<file path="src/rtl/lvds_rx_pkg.sv">
// Shared encodings for the LVDS RX stream arbiter: modes, status FSM states, channel IDs.
package lvds_rx_pkg;

  localparam logic [1:0] MODE_OFF  = 2'b00;
  localparam logic [1:0] MODE_CH0  = 2'b01;
  localparam logic [1:0] MODE_CH1  = 2'b10;
  localparam logic [1:0] MODE_BOTH = 2'b11;

  localparam logic CH0 = 1'b0;
  localparam logic CH1 = 1'b1;

  typedef enum logic [1:0] {
    ST_OFF   = 2'b00,
    ST_RUN   = 2'b01,
    ST_STALL = 2'b10,
    ST_DROP  = 2'b11
  } state_t;

endpackage

</file>
<file path="src/rtl/rx_hold_fifo.sv">
// Per-channel first-word-fall-through holding FIFO; write while full is legal when the
// same cycle also reads, flush empties it in one edge.
module rx_hold_fifo #(
  parameter int DATA_W = 32,
  parameter int DEPTH  = 4
) (
  input  logic              i_clk,
  input  logic              i_reset_n,
  input  logic              i_wr,
  input  logic [DATA_W-1:0] i_wdata,
  input  logic              i_rd,
  input  logic              i_flush,
  output logic              o_full,
  output logic              o_empty,
  output logic [DATA_W-1:0] o_head
);
  localparam int AW = $clog2(DEPTH);

  logic [DATA_W-1:0] mem [DEPTH];
  logic [AW-1:0]     wptr, rptr;
  logic [AW:0]       cnt;

  // Storage carries no reset; validity is tracked by cnt alone.
  always_ff @(posedge i_clk)
    if (i_wr) mem[wptr] <= i_wdata;

  always_ff @(posedge i_clk or negedge i_reset_n) begin
    if (!i_reset_n) begin
      wptr <= '0;
      rptr <= '0;
      cnt  <= '0;
    end else if (i_flush) begin
      wptr <= '0;
      rptr <= '0;
      cnt  <= '0;
    end else begin
      wptr <= wptr + AW'(i_wr);
      rptr <= rptr + AW'(i_rd);
      cnt  <= cnt + (AW+1)'(i_wr) - (AW+1)'(i_rd);
    end
  end

  assign o_full  = (cnt == (AW+1)'(DEPTH));
  assign o_empty = (cnt == '0);
  assign o_head  = mem[rptr];

endmodule

</file>
<file path="src/rtl/lvds_rx_stream_arbiter.sv">
// Merges two LVDS RX deframer word streams into one shared FIFO write port with
// round-robin arbitration, per-channel holding FIFOs and saturating drop counters.
module lvds_rx_stream_arbiter
  import lvds_rx_pkg::*;
#(
  parameter int DATA_W     = 32,
  parameter int HOLD_DEPTH = 4,
  parameter int CNT_W      = 16
) (
  input  logic              i_clk,
  input  logic              i_reset_n,
  input  logic [1:0]        i_mode,
  input  logic              i_ch0_push,
  input  logic [DATA_W-1:0] i_ch0_data,
  input  logic              i_ch1_push,
  input  logic [DATA_W-1:0] i_ch1_data,
  input  logic              i_fifo_full,
  input  logic              i_stat_clear,
  output logic              o_fifo_push,
  output logic [DATA_W-1:0] o_fifo_data,
  output logic              o_fifo_chan,
  output logic [CNT_W-1:0]  o_drop_cnt0,
  output logic [CNT_W-1:0]  o_drop_cnt1,
  output logic              o_drop_flag,
  output logic [1:0]        o_state
);
  logic [1:0]             en, push, wr, rd, h_full, h_empty, cand, drop;
  logic [1:0][DATA_W-1:0] din, head;
  logic [1:0][CNT_W-1:0]  cnt;
  logic                   last_grant, gnt_vld, gnt_ch;
  state_t                 state, state_nxt;

  assign en   = i_mode;
  assign push = {i_ch1_push, i_ch0_push};
  assign din  = {i_ch1_data, i_ch0_data};
  assign cand = en & ~h_empty;

  always_comb begin
    gnt_vld = 1'b0;
    gnt_ch  = CH0;
    if (!i_fifo_full) begin
      unique case (cand)
        2'b01:   begin gnt_vld = 1'b1; gnt_ch = CH0;         end
        2'b10:   begin gnt_vld = 1'b1; gnt_ch = CH1;         end
        2'b11:   begin gnt_vld = 1'b1; gnt_ch = ~last_grant; end
        default: ;
      endcase
    end
    rd = '0;
    if (gnt_vld) rd[gnt_ch] = 1'b1;
  end

  // A full FIFO still accepts a word when it is being popped at the same edge.
  assign drop = push & en & h_full & ~rd;
  assign wr   = push & en & ~drop;

  // Disabled channels are held flushed, which empties them on the enable->disable edge.
  for (genvar g = 0; g < 2; g++) begin : g_ch
    rx_hold_fifo #(.DATA_W(DATA_W), .DEPTH(HOLD_DEPTH)) u_hold (
      .i_clk     (i_clk),
      .i_reset_n (i_reset_n),
      .i_wr      (wr[g]),
      .i_wdata   (din[g]),
      .i_rd      (rd[g]),
      .i_flush   (~en[g]),
      .o_full    (h_full[g]),
      .o_empty   (h_empty[g]),
      .o_head    (head[g])
    );
  end

  always_ff @(posedge i_clk or negedge i_reset_n) begin
    if (!i_reset_n) begin
      o_fifo_push <= 1'b0;
      o_fifo_data <= '0;
      o_fifo_chan <= CH0;
      last_grant  <= CH1;
    end else begin
      o_fifo_push <= gnt_vld;
      if (gnt_vld) begin
        o_fifo_data <= head[gnt_ch];
        o_fifo_chan <= gnt_ch;
        last_grant  <= gnt_ch;
      end
    end
  end

  always_ff @(posedge i_clk or negedge i_reset_n) begin
    if (!i_reset_n) begin
      cnt         <= '0;
      o_drop_flag <= 1'b0;
    end else begin
      for (int c = 0; c < 2; c++) begin
        if (i_stat_clear)                cnt[c] <= CNT_W'(drop[c]);
        else if (drop[c] && !(&cnt[c]))  cnt[c] <= cnt[c] + 1'b1;
      end
      o_drop_flag <= (i_stat_clear ? 1'b0 : o_drop_flag) | (|drop);
    end
  end

  assign o_drop_cnt0 = cnt[0];
  assign o_drop_cnt1 = cnt[1];

  always_ff @(posedge i_clk or negedge i_reset_n) begin
    if (!i_reset_n) state <= ST_OFF;
    else            state <= state_nxt;
  end

  always_comb begin
    state_nxt = ST_RUN;
    if (i_mode == MODE_OFF)           state_nxt = ST_OFF;
    else if (|drop)                   state_nxt = ST_DROP;
    else if (i_fifo_full && (|cand))  state_nxt = ST_STALL;
  end

  assign o_state = state;

endmodule

</file>
<file path="config.mk">
export PLATFORM = sky130hd
export DESIGN_NAME = lvds_rx_stream_arbiter
export DESIGN_NICKNAME = d
export VERILOG_FILES = /design/src/rtl/lvds_rx_pkg.sv /design/src/rtl/rx_hold_fifo.sv /design/src/rtl/lvds_rx_stream_arbiter.sv
export SDC_FILE = /design/constraint.sdc
export NUM_CORES = 1
export LEC_CHECK = 0
export ABC_AREA = 0
export CAP_MARGIN = 15
export CORE_UTILIZATION = 40
export CTS_CLUSTER_SIZE = 28
export DETAILED_ROUTE_END_ITERATION = 16
export GPL_TIMING_DRIVEN = 0
export HOLD_SLACK_MARGIN = 0.02
export MAX_ROUTING_LAYER = met4
export SLEW_MARGIN = 20
export SYNTH_ARGS = -nofsm -noshare
export SYNTH_HDL_FRONTEND = slang
export SYNTH_SLANG_ARGS = --single-unit
</file>
<file path="constraint.sdc">
create_clock -name i_clk -period 4.8 [get_ports i_clk]
set_input_delay 0.72 -clock i_clk [delete_from_list [all_inputs] [get_ports i_clk]]
set_output_delay 0.72 -clock i_clk [all_outputs]
set_load 0.01 [all_outputs]
</file>
# After elaboration in Yosys (flattened, before gate mapping)
# Memory sizes are Yosys's and may differ from the RTL's.
# Cells that the tools add are included.
[op_classes]
add_sub_neg = 10
order_cmp = 2
n_eq_ne = 5
n_mux = 27
n_bitwise = 10
n_reduce_logical = 16
[op_table]
columns = ["operator", "n"]
rows = [
  ["16-bit two-way mux", 4],
  ["32-bit two-way mux", 2],
  ["16-bit by 1-bit adder with 16-bit output, second input constant", 2],
  ["16-bit AND reduction", 2],
  ["2-bit two-way mux", 8],
  ["2-bit AND", 5],
  ["1-bit two-way mux", 9],
  ["2-bit by 1-bit adder with 2-bit output", 4],
  ["3-bit by 1-bit adder with 3-bit output", 2],
  ["3-bit == test, second input constant", 2],
  ["3-bit zero test", 2],
  ["3-bit two-way mux", 2],
  ["2-bit NOT", 3],
  ["3-bit by 1-bit subtractor with 3-bit output", 2],
  ["2-bit == test, second input constant", 2],
  ["1-bit logical AND", 4],
  ["2-bit nonzero test", 2],
  ["2-bit OR reduction", 2],
  ["3-bit OR reduction", 1],
  ["2-bit by 1-bit == test with 1-bit output, second input constant", 1],
  ["1-bit zero test", 2],
  ["2-bit zero test", 1],
  ["1-bit by 2-bit < comparator with 1-bit output, second input constant", 1],
  ["1-bit case mux with 2 select lines", 1],
  ["other kinds (4)", 4],
]
[word_totals]
ff_bits = 84
mem_bits_rw = 256
input_bits = 72
out_inout_bits = 69
word_cells = 86
mem_count = 2
[mem_list]
columns = ["name", "words", "word_bits", "rd", "rd_clocked_by_memory_dff", "wr", "line", "text"]
rows = [
  ["g_ch[0].u_hold.mem", 4, 32, 1, 0, 1, "rx_hold_fifo.sv:19", "logic [DATA_W-1:0] mem [DEPTH];"],
  ["g_ch[1].u_hold.mem", 4, 32, 1, 0, 1, "rx_hold_fifo.sv:19", ""],
]

# Depth between registers and ports, before layout
# Gate-level depths: netlist of the first run.
[depth]
depth_word = 18
ltp_mapped = 13
depth_no_buf = 11

# By module
# Synthesis of the first run repeated with hierarchy kept, for this count alone.
[hier_totals]
cells_unflattened = 759
area_unflattened_um2 = 13553.0
[modules_own_cells]
columns = ["mod", "instances", "cells_each", "area_per_inst_um2", "seq_area_each_um2"]
rows = [
  ["rx_hold_fifo", 2, 200, 5037.3, 4018.9],
  ["lvds_rx_stream_arbiter", 1, 359, 3478.3, 1752.9],
]

# Worst setup path before layout of the first run
# No wires, ideal clock.
[synth_timing]
path_kind = "register to register"
start = "reg g_ch[1].u_hold.cnt[1]"
end = "mem g_ch[0].u_hold.mem[1][0], enable pin"
setup_time_ns = 0.468
t_arrival_ns = 3.973
slack_ns = 0.359
stages_incl_launch_ff = 8
path_cell_list = "dfrtp_1 or3_4 a31oi_1 or3_1 buf_2 buf_6 nand3_1 nor3b_1"
[synth_via]
elab_chain_len = 17
elab_cells_between_ends = 23
classes_between = "order compare: 2; eq/ne: 3; mux: 9; bitwise: 6; reduce/logical: 3"
[synth_lines]
columns = ["item", "line", "text"]
rows = [
  ["from (decl)", "rx_hold_fifo.sv:21", "logic [AW:0] cnt;"],
  ["from (signal assigned)", "rx_hold_fifo.sv:39", "cnt <= cnt + (AW+1)'(i_wr) - (AW+1)'(i_rd);"],
  ["3-bit zero test (*)", "rx_hold_fifo.sv:44", "assign o_empty = (cnt == '0);"],
  ["2-bit NOT (*)", "lvds_rx_stream_arbiter.sv:36", "assign cand = en & ~h_empty;"],
  ["2-bit AND (*)", "lvds_rx_stream_arbiter.sv:36", ""],
  ["2-bit == test", "lvds_rx_stream_arbiter.sv:42", "unique case (cand)"],
  ["1-bit case mux with 2 select lines", "lvds_rx_stream_arbiter.sv:42", ""],
  ["1-bit two-way mux", "lvds_rx_stream_arbiter.sv:41", "if (!i_fifo_full) begin"],
  ["1-bit by 2-bit < comparator with 1-bit output (not written as such) or 1-bit greater-or-equal comparator (tied branches)", "lvds_rx_stream_arbiter.sv:50", "if (gnt_vld) rd[gnt_ch] = 1'b1;"],
  ["1-bit logical AND (not written as such)", "lvds_rx_stream_arbiter.sv:50", ""],
  ["1-bit two-way mux (not written as such)", "lvds_rx_stream_arbiter.sv:50", ""],
  ["1-bit demux with 1-bit select", "lvds_rx_stream_arbiter.sv:50", ""],
  ["2-bit two-way mux (*)", "lvds_rx_stream_arbiter.sv:50", ""],
  ["2-bit NOT (*)", "lvds_rx_stream_arbiter.sv:54", "assign drop = push & en & h_full & ~rd;"],
  ["2-bit AND (*)", "lvds_rx_stream_arbiter.sv:54", ""],
  ["2-bit NOT (*)", "lvds_rx_stream_arbiter.sv:55", "assign wr = push & en & ~drop;"],
  ["2-bit AND (*)", "lvds_rx_stream_arbiter.sv:55", ""],
  ["1-bit two-way mux (*)", "rx_hold_fifo.sv:25", "if (i_wr) mem[wptr] <= i_wdata;"],
  ["1-bit two-way mux (not written as such) (*)", "rx_hold_fifo.sv:25", ""],
  ["to (decl)", "rx_hold_fifo.sv:19", ""],
]
# Mark *: on every way between the ends. The rest lies on a longest branch, timed or not.

# Worst setup path after layout of the first run
[layout_timing]
start = "in i_mode[1]"
end = "reg g_ch[0].u_hold.cnt[2]"
[layout_via]
elab_chain_len = 16
elab_cells_between_ends = 22
classes_between = "add/sub: 2; order compare: 2; eq/ne: 3; mux: 8; bitwise: 5; reduce/logical: 2"
[layout_lines]
columns = ["item", "line", "text"]
rows = [
  ["from (decl)", "lvds_rx_stream_arbiter.sv:12", "input logic [1:0] i_mode,"],
  ["2-bit AND (*)", "lvds_rx_stream_arbiter.sv:36", ""],
  ["2-bit == test", "lvds_rx_stream_arbiter.sv:42", ""],
  ["1-bit case mux with 2 select lines", "lvds_rx_stream_arbiter.sv:42", ""],
  ["1-bit two-way mux", "lvds_rx_stream_arbiter.sv:41", ""],
  ["1-bit by 2-bit < comparator with 1-bit output (not written as such) or 1-bit greater-or-equal comparator (tied branches)", "lvds_rx_stream_arbiter.sv:50", ""],
  ["1-bit logical AND (not written as such)", "lvds_rx_stream_arbiter.sv:50", ""],
  ["1-bit two-way mux (not written as such)", "lvds_rx_stream_arbiter.sv:50", ""],
  ["1-bit demux with 1-bit select", "lvds_rx_stream_arbiter.sv:50", ""],
  ["2-bit two-way mux (*)", "lvds_rx_stream_arbiter.sv:50", ""],
  ["2-bit NOT", "lvds_rx_stream_arbiter.sv:54", ""],
  ["2-bit AND", "lvds_rx_stream_arbiter.sv:54", ""],
  ["2-bit NOT", "lvds_rx_stream_arbiter.sv:55", ""],
  ["2-bit AND", "lvds_rx_stream_arbiter.sv:55", ""],
  ["3-bit by 1-bit adder with 3-bit output", "rx_hold_fifo.sv:39", ""],
  ["3-bit by 1-bit subtractor with 3-bit output (*)", "rx_hold_fifo.sv:39", ""],
  ["3-bit two-way mux (*)", "rx_hold_fifo.sv:32", "end else if (i_flush) begin"],
  ["to (signal assigned)", "rx_hold_fifo.sv:39", ""],
  ["to (decl)", "rx_hold_fifo.sv:21", ""],
]
# Marked as above.
# A chain may end at the register's enable or synchronous reset.

==> results of run 1 <==
## Yosys cell counts (4+ instances only)
cell type and count:
edfxtp_1 256, dfrtp_1 83, mux4_2 64, nor2_1 54
a21oi_1 44, mux2i_1 33, clkbuf_1 24, inv_1 16
nand3_1 16, nand2_1 15, xnor2_1 15, and2_1 13
ha_1 10, buf_2 9, nand4_1 9, o31ai_1 9
nor3_1 8, or4_1 8, nor4_1 6, and3_1 5
nor2b_1 5, a21o_1 4, and4_1 4, nor3b_1 4
or3_1 4, xor2_1 4
## layout by cell type (no fill, tap or decap), drive strengths merged, types with 9 or more instances in the layout
cell type and instances:
and2 13, ha 10, nor3 9, nor2 54
clkbuf 77, o31ai 9, nand2 15, edfxtp 256
dfrtp 83, buf 40, nand3 16, mux4 64
inv 17, xnor2 15, clkdlybuf4s50 139, nand4 9
a21oi 44, mux2i 33
## per-stage QoR
step                utilization, %  TNS (ns)  power (uW)
floorplan                        -         0        4420
global placement              47.1   -490.24        5090
detailed placement            48.1         0        5120
CTS                           51.5         0        7760
global route                  51.5         0        8000
finish                        51.5         0        7660
## worst paths after layout
kind | slack (ns) | cells after the start | endpoint | start
max | 1.21 | 14 | g_ch[0].u_hold.cnt[2] | i_mode[1]
min in group i_clk | 0.47 | 1 | o_fifo_chan | o_fifo_chan
min reg2reg | 0.47 | 1 | o_fifo_chan | o_fifo_chan
max reg2reg | 1.48 | 9 | g_ch[0].u_hold.mem[2][7] | g_ch[1].u_hold.cnt[1]
min | 0.06 | 1 | o_drop_cnt0[6] | i_reset_n
max in group asynchronous | 4.10 | 2 | last_grant | i_reset_n
## cell type report
cell class / count / area [um2] / share of cell area (%)
Buffer: 39 / 183 / 1.08
Tap cell: 442 / 553 / 3.27
Clock inverter: 11 / 116 / 0.687
Inverter: 16 / 60.1 / 0.355
Clock buffer: 52 / 991 / 5.85
Antenna cell: 4 / 10.0 / 0.0591
Timing Repair Buffer: 165 / 1700 / 10.0
Multi-Input combinational cell: 368 / 3530 / 20.8
Sequential cell: 340 / 9790 / 57.8
## cell families after synthesis
kind of cell | count (synthesis)
muxes | 99
DFF | 340
AOI/OAI and AO/OA | 75
and+or+nand+nor | 163
xor gates and xnor gates | 19
adders and majority gates | 12
buffers and inverters | 55
## state kept, by name (all words and copies together) (netlist names)
register / count
o_drop_flag: 1
o_drop_cnt0: 16
o_drop_cnt1: 16
o_state: 2
o_fifo_chan: 1
g_ch.u_hold.rptr: 4
g_ch.u_hold.wptr: 4
o_fifo_data: 32
g_ch.u_hold.cnt: 6
o_fifo_push: 1
last_grant: 1
g_ch.u_hold.mem: 256
## report_power, final
group	total (uW)	internal, uW	switching [uW]	leakage [uW]
combinational	1470	765	705	0.00187
clock	2630	1540	1090	0.000541
sequential	3560	3410	147	0.00339
total	7660	5720	1940	0.00579
## layer usage
layer	vias up	part of all wire, %	GRT usage (%)
met3	37	4.9	3.38
met4	0	1.6	3.67
met2	171	48	28.7
met1	3795	46	25.5
li1	3422	-	-
met5	-	0	-
## worst register-to-register path: stages (launching register included)
cell	delay, ns
dfrtp_1	0.44
or3_4	0.40
a31oi_1	0.22
or3_1	0.13
buf_2	0.20
buf_6	0.19
nand3_1	0.22
nor3b_2	0.73
buf_4	0.29
buf_4	0.21
==> out/metrics.cfg, run 1 <==
[logic_synthesis]
netlist_area_um2 = 13500
synth.avg_cell_area_um2 = 17.7
async_reset_ff_share_pct = 24.7
synth.distinct_cells = 58
syn_inst = 763
yosysWarnings = 0
synthSimpleGateAreaFrac_pct = 6.56
synth_fp_nets = 847
synth_compound_area_share_pct = 3.54
synth_top_family_by_area = multiplexers
synth.area.top_cells = edfxtp_1 57%, dfrtp_1 15%, mux4_2 11%
synth-adder-area-share_pct = 1.22
synth_top_area_share_pct = 56.8
synth_xor_area_share_pct = 1.23
synth_top_area_cell = edfxtp_1
synth_flop_cell = edfxtp_1
synth_mux_area_share_pct = 13.3
ys_ff_latch = 340
synth_edf_count = 256
ys_seq_area_share_pct = 72.4

[routing]
drc = 0
post_drt_wl_per_cell_um = 20.7
first_pass_iters = 5
ant_nets = 0
vias = 7425
viasPerCell = 5.17
first_iter_violations = 523
drt_wl_total_um = 29800

[clock_tree]
hold_buffers = 0
clock_sinks = 340
clock_path_buffers = 3
cts.clk_slew.worst_paths_ns = 0.06
cts_tree = done
clkLatencyLatePin_ns = 0.51
cts-root-buf = clkbuf_16
cts_resized = 0
cts_setup_buffers = 0
htreeDepth = 2
numCtsBuffers = 36

[timing]
holdWs_ns = 0.0561
setup_viol = 0
hold_violations = 0
finalWorstSetupSlack_ns = 1.21
worstMarginPinSlew_ns = 0.984
slew_headroom_pct = 34.4
period_share_pct = 74.9
grt_setup_unrepaired = false
fmax_ghz = 0.278
finClkSkew_ns = 0.0169
fin_crit_ns = 3.59
maxSlewViolCount = 0

[layout]
fin_area_um2 = 16900
nFillCells = 2738
final_nets = 1050
layout-drive-gt1-share_pct = 17.5
final_cells = 1437
syn_to_final_growth_pct = 25.2

[worst_setup_path]
arrival_ns = 3.99
critPathBufInv = 6
end_kind = flop
cp_max_fo = 11
crit_slowest_cell = clkdlybuf4s50_1
cp-start-kind = input port
cp.required_ns = 5.20
cpPeakStageDelay_ns = 0.54
crit_family = buffers and inverters
cp_cell_sequence = clkdlybuf4s50_1 > clkbuf_1 > nand2_1 > nor3_1 > buf_2 > buf_2 > nor2_1 > ha_1 > inv_1 > ha_1 > inv_1 > fa_1 > xnor2_1 > and2_1
path_class = in -> reg

[die]
ios = 141
die_h_um = 186
coreArea_um2 = 32900
rows = 66
dieArea_um2 = 34500
dieWidth_um = 186
start_util_pct = 41.1

[placed_design]
post-place-cells = 1370
dpl_cell_area_um2 = 15800
io_buffers = 140
dp_hpwl_um = 20500
place_congestion = 0.811
dp_worst_setup_slack_ns = 0.662

[grt]
grt_overflow_total = 0
grt_pass1_vias = 7584
grtUsageTotal_pct = 18.4
antenna_found_initial = 4
grt_pass1_wl_um = 45500
grt_max_degree = 66

[run_status]
status = completed

[run]
cap_violations = 0

[power]
leakage_uw = 0.00579
vdd_ir_drop_max_mv = 0.314
p_per_area_nw_per_um2 = 453

[min_path]
hold_path.class = in -> async

No activity file was read; power rests on OpenSTA's default activity.
==> run 2, diff against run 1 <==
Clock period 4.8 ns to 3.7 ns, I/O delays scaled along.
==> run 2 against run 1 <==
- die area unchanged
- clock-buffer cell count up 4
- cell count down 0.28%
- largest cell class unchanged
- largest power group unchanged
==> out/metrics.cfg, run 2 (same netlist as run 1, synthesis figures left out) <==
[timing]
fin_crit_ns = 3.39
hold_violations = 0
slew_headroom_pct = 29.9
maxSlewViolCount = 0
worstMarginPinSlew_ns = 1.05
setup_viol = 0
finClkSkew_ns = 0.0183
period_share_pct = 91.7
fmax_ghz = 0.295
finalWorstSetupSlack_ns = 0.307
grt_setup_unrepaired = false

[routing]
ant_nets = 0
viasPerCell = 5.22
vias = 7482
post_drt_wl_per_cell_um = 20.7
drc = 0
first_pass_iters = 5
drt_wl_total_um = 29700
first_iter_violations = 373

[power]
power_frac_comb_pct = 19.1
vdd_ir_drop_max_mv = 0.380
internal_power_uw = 7500
sequentialPowerShare_pct = 45.9
clkPwrFrac_pct = 35.1
swShare_pct = 25.3
p_switching_uw = 2550
p_per_area_nw_per_um2 = 590
leakage_uw = 0.00580
fin_total_pwr_uw = 10000

[worst_setup_path]
critPathBufInv = 6
cp.required_ns = 4.11
cp_max_fo = 11
crit_family = buffers and inverters
path_class = in -> reg
cpPeakStageDelay_ns = 0.55
crit_slowest_cell = clkdlybuf4s50_1
end_kind = flop
cp_cell_sequence = clkdlybuf4s50_1 > clkbuf_1 > nand2_1 > nor3_1 > buf_2 > buf_2 > nor2_1 > ha_1 > inv_1 > ha_1 > inv_1 > fa_1 > xnor2_1 > and2_1
arrival_ns = 3.80
cp-start-kind = input port

[clock_tree]
cts-root-buf = clkbuf_16
cts_resized = 0
cts_tree = done
clkLatencyLatePin_ns = 0.52
clock_sinks = 340
htreeDepth = 2
clock_path_buffers = 3
numCtsBuffers = 37
hold_buffers = 1
cts_setup_buffers = 0
cts.clk_slew.worst_paths_ns = 0.06

[die]
rows = 66
start_util_pct = 41.1
die_h_um = 186
coreArea_um2 = 32900
ios = 141
dieWidth_um = 186
dieArea_um2 = 34500

[layout]
final_cells = 1433
syn_to_final_growth_pct = 26.0
final_cell_mix = 256 x edfxtp_1, 139 x clkdlybuf4s50_1, 83 x dfrtp_1
mostFrequentLayoutCell = edfxtp_1
top_regs = g_ch.u_hold.mem: 256 flops, o_fifo_data: 32 flops
largest_register_ffs = 256
layout-drive-gt1-share_pct = 17.0
top_register = g_ch.u_hold.mem
final_nets = 1045

[placed_design]
dp_worst_setup_slack_ns = -0.269
place_congestion = 0.825
post-place-cells = 1363
io_buffers = 140
dp_hpwl_um = 20300

[grt]
grt_overflow_total = 0
antenna_found_initial = 1
grt_max_degree = 45
grt_pass1_wl_um = 45300
grt_pass1_vias = 7610
grtUsageTotal_pct = 18.3

[run]
cap_violations = 0

[min_path]
hold_path.class = reg -> reg

[run_status]
status = completed

-- run 2: worst reg2reg max path: stages, from the launching register on --
cell and delay, ns:
dfrtp_1 0.41, o311a_2 0.43, nor3_1 0.24, buf_2 0.36, buf_2 0.40, nor2_1 0.12, ha_1 0.28, inv_1 0.05
ha_1 0.12, inv_1 0.05, fa_1 0.37, xnor2_1 0.13, and2_1 0.15
-- run 2: final timing paths --
path / start / to / slack (ns) / cells past startpoint
max in group asynchronous: i_reset_n / last_grant / 2.52 / 3
min in group asynchronous: i_reset_n / o_drop_cnt0[6] / 0.55 / 2
max: i_mode[1] / g_ch[0].u_hold.cnt[2] / 0.31 / 14
min: o_fifo_chan / o_fifo_chan / 0.48 / 1
min reg2reg: o_fifo_chan / o_fifo_chan / 0.48 / 1
max reg2reg: g_ch[0].u_hold.cnt[2] / g_ch[0].u_hold.cnt[2] / 0.48 / 12
-- run 2: power groups by stage --
stage	sequential, uW	clock [uW]	combinational, uW
CTS	4620	3620	1960
global route	4650	3750	2100
detailed placement	4700	0	1950
floorplan	4730	0	999
finish	4610	3520	1920
global placement	4700	0	1890
-- run 2: per-layer routing --
layer / GRT usage (%) / vias to the layer above / share of wire, %
met3: 3.21 / 34 / 5.0
met1: 25.2 / 3853 / 46
li1: - / 3405 / -
met2: 28.5 / 190 / 48
met5: - / - / 0
met4: 4.16 / 0 / 1.4
-- run 2: layout make-up --
cell class / count / area (um2)
Multi-Input combinational cell: 368 / 3560
Clock inverter: 12 / 105
Fill cell: 2757 / 15800
Clock buffer: 56 / 1070
Sequential cell: 340 / 9790
Buffer: 39 / 181
Tap cell: 442 / 553
Antenna cell: 1 / 2.50
Inverter: 16 / 60.1
Timing Repair Buffer: 159 / 1720
-- run 2: per-stage QoR --
step / utilization (%) / hold WS, ns / instance area [um2] / TNS (ns)
floorplan: - / 0.259 / 13500 / 0
global placement: 47.2 / 0.461 / 15500 / -441.52
detailed placement: 48.2 / 0.476 / 15900 / -0.622
CTS: 51.9 / 0.489 / 17000 / 0
global route: 51.9 / 0.524 / 17000 / 0
finish: 51.9 / 0.482 / 17000 / 0
